**src/rtl/multicycle_ctrl.sv**
```systemverilog
// Main control FSM for the multicycle MIPS datapath, with memory-ready stalls and a retire counter.
// Define MULTICYCLE_CTRL_ADDI_EN to add the ADDI_EX/ADDI_WB path for opcode 8.
module multicycle_ctrl (
    input  logic        clk,
    input  logic        reset,
    input  logic [5:0]  opcode,
    input  logic        mem_ready,
    output logic        PCWrite,
    output logic        PCWriteCond,
    output logic        IorD,
    output logic        MemRead,
    output logic        MemWrite,
    output logic        IRWrite,
    output logic        MemtoReg,
    output logic        RegWrite,
    output logic        RegDst,
    output logic        ALUSrcA,
    output logic [1:0]  PCSource,
    output logic [1:0]  ALUSrcB,
    output logic [1:0]  ALUop,
    output logic [3:0]  state,
    output logic        illegal_op,
    output logic [15:0] instr_count
);

    typedef enum logic [3:0] {
        FETCH   = 4'd0,
        DECODE  = 4'd1,
        MEMADR  = 4'd2,
        MEMRD   = 4'd3,
        MEMWB   = 4'd4,
        MEMWR   = 4'd5,
        EXEC    = 4'd6,
        RWB     = 4'd7,
        BRANCH  = 4'd8,
        JUMP    = 4'd9,
        ADDI_EX = 4'd10,
        ADDI_WB = 4'd11
    } state_t;

    state_t      cur, nxt;
    logic [5:0]  op_q;
    logic [15:0] count_q;
    logic        retire;

    // The opcode is captured in DECODE so MEMADR can tell lw from sw after IR moves on.
    always_ff @(posedge clk) begin
        if (reset) begin
            cur     <= FETCH;
            op_q    <= 6'd0;
            count_q <= 16'd0;
        end else begin
            cur     <= nxt;
            if (cur == DECODE)
                op_q <= opcode;
            count_q <= count_q + {15'd0, retire};
        end
    end

    always_comb begin
        nxt         = FETCH;
        retire      = 1'b0;
        PCWrite     = 1'b0;
        PCWriteCond = 1'b0;
        IorD        = 1'b0;
        MemRead     = 1'b0;
        MemWrite    = 1'b0;
        IRWrite     = 1'b0;
        MemtoReg    = 1'b0;
        RegWrite    = 1'b0;
        RegDst      = 1'b0;
        ALUSrcA     = 1'b0;
        PCSource    = 2'b00;
        ALUSrcB     = 2'b00;
        ALUop       = 2'b00;
        illegal_op  = 1'b0;

        case (cur)
            FETCH: begin
                MemRead = 1'b1;
                ALUSrcB = 2'b01;
                IRWrite = mem_ready;
                PCWrite = mem_ready;
                nxt     = mem_ready ? DECODE : FETCH;
            end
            DECODE: begin
                ALUSrcB = 2'b11;
                case (opcode)
                    6'd0:         nxt = EXEC;
                    6'd35, 6'd43: nxt = MEMADR;
                    6'd4:         nxt = BRANCH;
                    6'd2:         nxt = JUMP;
`ifdef MULTICYCLE_CTRL_ADDI_EN
                    6'd8:         nxt = ADDI_EX;
`endif
                    default: begin
                        nxt        = FETCH;
                        illegal_op = 1'b1;
                    end
                endcase
            end
            MEMADR: begin
                ALUSrcA = 1'b1;
                ALUSrcB = 2'b10;
                nxt     = (op_q == 6'd35) ? MEMRD : MEMWR;
            end
            MEMRD: begin
                MemRead = 1'b1;
                IorD    = 1'b1;
                nxt     = mem_ready ? MEMWB : MEMRD;
            end
            MEMWB: begin
                RegWrite = 1'b1;
                MemtoReg = 1'b1;
                retire   = 1'b1;
            end
            MEMWR: begin
                MemWrite = 1'b1;
                IorD     = 1'b1;
                nxt      = mem_ready ? FETCH : MEMWR;
                retire   = mem_ready;
            end
            EXEC: begin
                ALUSrcA = 1'b1;
                ALUop   = 2'b10;
                nxt     = RWB;
            end
            RWB: begin
                RegWrite = 1'b1;
                RegDst   = 1'b1;
                retire   = 1'b1;
            end
            BRANCH: begin
                ALUSrcA     = 1'b1;
                ALUop       = 2'b01;
                PCWriteCond = 1'b1;
                PCSource    = 2'b01;
                retire      = 1'b1;
            end
            JUMP: begin
                PCWrite  = 1'b1;
                PCSource = 2'b10;
                retire   = 1'b1;
            end
`ifdef MULTICYCLE_CTRL_ADDI_EN
            ADDI_EX: begin
                ALUSrcA = 1'b1;
                ALUSrcB = 2'b10;
                nxt     = ADDI_WB;
            end
            ADDI_WB: begin
                RegWrite = 1'b1;
                retire   = 1'b1;
            end
`endif
            default: nxt = FETCH;
        endcase

        // Reset must not let a half-finished instruction touch PC, IR, memory or registers.
        if (reset) begin
            PCWrite     = 1'b0;
            PCWriteCond = 1'b0;
            IRWrite     = 1'b0;
            MemRead     = 1'b0;
            MemWrite    = 1'b0;
            RegWrite    = 1'b0;
            illegal_op  = 1'b0;
        end
    end

    assign state       = cur;
    assign instr_count = count_q;

endmodule

```
**config.mk**
```make
export PLATFORM = sky130hd
export DESIGN_NAME = multicycle_ctrl
export DESIGN_NICKNAME = d
export VERILOG_FILES = /design/src/rtl/multicycle_ctrl.sv
export SDC_FILE = /design/constraint.sdc
export NUM_CORES = 1
export LEC_CHECK = 0
export ABC_AREA = 1
export ABC_CLOCK_PERIOD_IN_PS = 5000
export BUFFER_PORTS_ARGS = -buffer_cell sky130_fd_sc_hd__buf_4
export CAP_MARGIN = 20
export CELL_PAD_IN_SITES_DETAIL_PLACEMENT = 1
export CELL_PAD_IN_SITES_GLOBAL_PLACEMENT = 2
export CORE_MARGIN = 1
export CORE_UTILIZATION = 27
export CTS_CLUSTER_DIAMETER = 30
export DETAILED_ROUTE_END_ITERATION = 12
export PLACE_DENSITY = 0.87
export SYNTH_ARGS = -nofsm -noshare
export SYNTH_HDL_FRONTEND = slang
export SYNTH_SLANG_ARGS = --single-unit
```
**constraint.sdc**
```tcl
create_clock -name clk -period 5 [get_ports clk]
set_clock_uncertainty 0.15 [all_clocks]
set_input_delay 1 -clock clk [delete_from_list [all_inputs] [get_ports clk]]
set_output_delay 1 -clock clk [all_outputs]
set_load 0.03 [all_outputs]
```
# [Word level (Yosys, flattened, before mapping)]
# Cells that the tools add are included.
[op_classes] n_reduce_logical=9 addsub=1 muxes=29 eq_ne=14
[ops] cell="4-bit case mux with 6 select lines" count=1
[ops] cell="1-bit 2-to-1 mux" count=19
[ops] cell="6-bit equality test, second input constant" count=3
[ops] cell="16-bit by 1-bit adder with 16-bit output" count=1
[ops] cell="4-bit by 3-bit equality test with 1-bit output, second input constant" count=4
[ops] cell="4-bit case mux with 4 select lines" count=1
[ops] cell="3-bit 2-to-1 mux" count=3
[ops] cell="4-bit by 2-bit equality test with 1-bit output, second input constant" count=2
[ops] cell="4-bit equality test, second input constant" count=2
[ops] cell="2-bit case mux with 2 select lines" count=2
[ops] cell="2-bit OR reduction" count=4
[ops] cell="6-bit by 2-bit equality test with 1-bit output, second input constant" count=1
[ops] cell="6-bit by 3-bit equality test with 1-bit output, second input constant" count=1
[ops] cell="6-bit logical NOT" count=1
[ops] cell="2-bit case mux with 3 select lines" count=1
[ops] cell="5-bit OR reduction" count=1
[ops] cell="4-bit by 1-bit equality test with 1-bit output, second input constant" count=1
[ops] cell="4-bit logical NOT" count=1
[ops] cell="1-bit case mux with 2 select lines" count=2
[ops] cell="4-bit OR reduction" count=1
[ops] cell="3-bit OR reduction" count=1
[word_totals] out_inout_bits=37 wordCells=56 reg_bits=26 inputBits=9

# [Longest topological paths before layout]
[logic_depth] depth_word=5 mapped_depth=14 depth_no_buf=14

# [Worst setup path after synthesis]
# OpenSTA, ideal clock, no wires.
[synth_path] path_type="in2out" start="input reset" end="output IRWrite" path_slack_ns=1.962 arrival_time_ns=1.888 t_required_ns=3.850 n_path_buf=1 path_stages=2 cell_sequence="clkbuf_1 -> nor3_1"
[synth_via] elab_chain_len=1
[synth_lines] item="from (decl)" line="5" text="input logic reset,"
[synth_lines] item="1-bit 2-to-1 mux" line="160" text="if (reset) begin"
[synth_lines] item="to (decl)" line="13" text="output logic IRWrite,"
# No other way between the ends.

# [Worst setup path in the final report]
[layout_path] start="input reset" end="output illegal_op"
[layout_via] elab_chain_len=1
[layout_lines] item="1-bit 2-to-1 mux" line="160"
[layout_lines] item="to (decl)" line="22" text="output logic illegal_op,"
# No other way between the ends.

==> results.tsv <==
metric	value	unit
Die H	74.81	um
final hold violations	0	
Setup Fix Bufs, Post-CTS	0	
root buf cell	clkbuf_8	
worst hold endpoint	op_q[2]	
commonest non-fill, non-tap cell in the layout	nor2_1	
Site Rows	26	
# resized after CTS	0	
reg2reg setup slack	2.63	ns
Tot GR Track Use	15.25	%
CP top delay family	buffers and inverters	
Crit-path slowest cell	inv_1	
clk sink count	26	
Register Area	520.5	um2
nets	283	
RSZ-0062 raised after global routing	false	
ANT nets after route	0	
Peak VDD IR	160.0	uV
post-DP HPWL	3206	um
Initial Util	28.03	%
Max Buffers Root-to-Sink	2	
H-tree levels	1	
sequential share of the synthesized area	36.36	%
final RePlAce weighted congestion	0.7428	
critical path launch point type	input pin	
port bufs	45	
Mapped Cells	226	
DR iter-0 viols	59	
Synth cell types	26	
slowest stage delay, CP	0.26	ns
Slew HR	73.50	%
HP Start	op_q[2]	
static leakage	0.8738	nW
CP most frequent cell	buf_4	
Fill cells	704	
drt via density	4.581	
fin crit period	3.057	ns
number of placed I/O pins	46	
outcome	finished clean	
syn nets	237	
die area	0.005597	mm2
period utilization	61.15	%
most frequent cells in the layout	49 x nor2_1, 47 x nand2_1, 45 x buf_4, 32 x inv_1, 26 x dfxtp_1	
CP Cell Sequence	buf_4 -> inv_1 -> nand2_2 -> nor3_2 -> buf_4	
slew of the pin with the lowest slew margin	0.3970	ns
area occupied by multi-input gates	754.5	um2
Max-Cap Viols	0	
number of synthesized register bits	26	
total gr overflow	0	
area growth from synthesis to final layout	32.26	%
# DRC	0	
worst-skew pair later-pin latency	0.27	ns
Die W	74.81	um
hold crit path type	flop to flop	
reg2reg start	state[0]	
# diodes	0	
Critical Path AT	1.91	ns
worst r2r path cells	13	
overall power	0.3920	mW
crit end category	output pin	
Crit. path cell count	5	
CTS tree	done	
antenna violations before repair	0	
share of cells above drive strength 1	21.77	%
Syn Area/Cell	6.334	um2
first-pass GRT wire length	6624	um
number of global-route vias before repair	1528	
via count	1562	
max-slew violations	0	
Worst Path Required	3.85	ns
Setup TNS Final	0	ns
PD cells	207.1	mW/mm2
Core Region	0.005107	mm2
Mapped Area	0.001431	mm2
clock-pin slew on the worst setup and hold paths	0.09	ns
Crit Path Class	input pin to output pin	
drt pass-1 iters	4	
largest net degree at the start of global routing	23	
Worst Path Buf+Inv	3	
synth warn	0	
post-cts hold buffer count	0	
drt wl/cell	11.58	um
FMAX	0.3271	GHz
final setup vio count	0	
number of buffers created by CTS	3	
hold depth	2	
Routed WL	3950	um
Critical Path Fanout Max	22	
Critical R2R Capture	instr_count[8]	
layer usage:
layer  up-vias  track usage [%]  share of wire [%]
met4         0            3.354               0.56
met3         2            3.481                2.8
li1        800                -                  -
met2        27            27.03                 50
met5         -                0                  0
met1       733            18.79                 47
sequential cells by signal (all words and copies together), names as in the netlist:
signal and count:
instr_count 16, op_q 6, state 4
cell usage after synthesis:
| master | n | share of area [%] |
|---|---|---|
| a21oi_1 | 16 | 5.6 |
| buf_1 | 1 | 0.26 |
| buf_4 | 1 | 0.52 |
| clkbuf_1 | 2 | 0.52 |
| dfxtp_1 | 26 | 36 |
| ha_1 | 2 | 1.7 |
| inv_1 | 32 | 8.4 |
| inv_2 | 3 | 0.79 |
| inv_4 | 1 | 0.44 |
| nand2_1 | 47 | 12 |
| nand2_2 | 1 | 0.44 |
| nand3_1 | 15 | 5.2 |
| nand3_4 | 1 | 1.2 |
| nand4_1 | 5 | 2.2 |
| nor2_1 | 49 | 13 |
| nor2_2 | 1 | 0.44 |
| nor2_4 | 1 | 0.79 |
| nor3_1 | 2 | 0.70 |
| nor3_2 | 2 | 1.4 |
| nor3b_1 | 2 | 1.0 |
| o21a_1 | 2 | 1.0 |
| o21ai_0 | 8 | 2.8 |
| o21ai_1 | 3 | 1.0 |
| o221ai_1 | 1 | 0.61 |
| xnor2_1 | 1 | 0.61 |
| xor2_1 | 1 | 0.61 |
cell type report:
type / instances / area share (%)
inverter: 36 / 7.270
timing repair buffer: 45 / 17.85
multi-input combinational: 160 / 39.85
clock buffer: 4 / 2.908
sequential: 26 / 27.49
tap: 70 / 4.627
through the flow:
stage          hold WS (ns)  area, um2  instances  setup slack, ns  util, %
3_5_place_dp         0.3213       1838        337            1.908    35.99
5_1_grt              0.3659       1893        341            1.822    37.07
6_report             0.3286       1893        341            1.943    37.07
4_1_cts              0.3352       1893        341            1.917    37.07
2_1_floorplan        0.2805       1431        226            1.962        -
3_3_place_gp         0.2947       1838        337            1.923    35.99
kinds of logic (layout without fill, tap and decap cells):
kind of cell / count (synthesis) / after routing / share of synthesized area (%)
DFF: 26 / 26 / 36.36
xor gates and xnor gates: 2 / 2 / 1.224
AOI/OAI and AO/OA: 30 / 30 / 11.10
and+or+nand+nor: 126 / 126 / 38.64
buffers and inverters: 40 / 85 / 10.93
adders and majority gates: 2 / 2 / 1.748
how the worst max path moves through the flow:
stage | start | end | slack, ns
floorplan | reset | IRWrite | 1.96
global placement | reset | illegal_op | 1.92
detailed placement | reset | illegal_op | 1.91
CTS | reset | illegal_op | 1.92
global route | reset | illegal_op | 1.82
finish | reset | illegal_op | 1.94
power by group:
group | total [mW] | internal, mW | switching, mW
Clock | 0.134 | 0.0703 | 0.0641
Sequential | 0.215 | 0.211 | 0.00352
Combinational | 0.0430 | 0.0156 | 0.0274
Total | 0.392 | 0.297 | 0.0950
worst reg2reg max path: stages, from the launching register on:
cell	delay (ns)
dfxtp_1	0.57
nor2_1	0.11
inv_1	0.09
nor2_1	0.05
nor2_1	0.14
o221ai_1	0.14
ha_1	0.23
ha_1	0.21
nand3_1	0.15
inv_1	0.09
nand2_1	0.08
inv_1	0.06
o21ai_0	0.14
a21oi_1	0.05
Note: power is estimated with default switching activity, not from simulation.
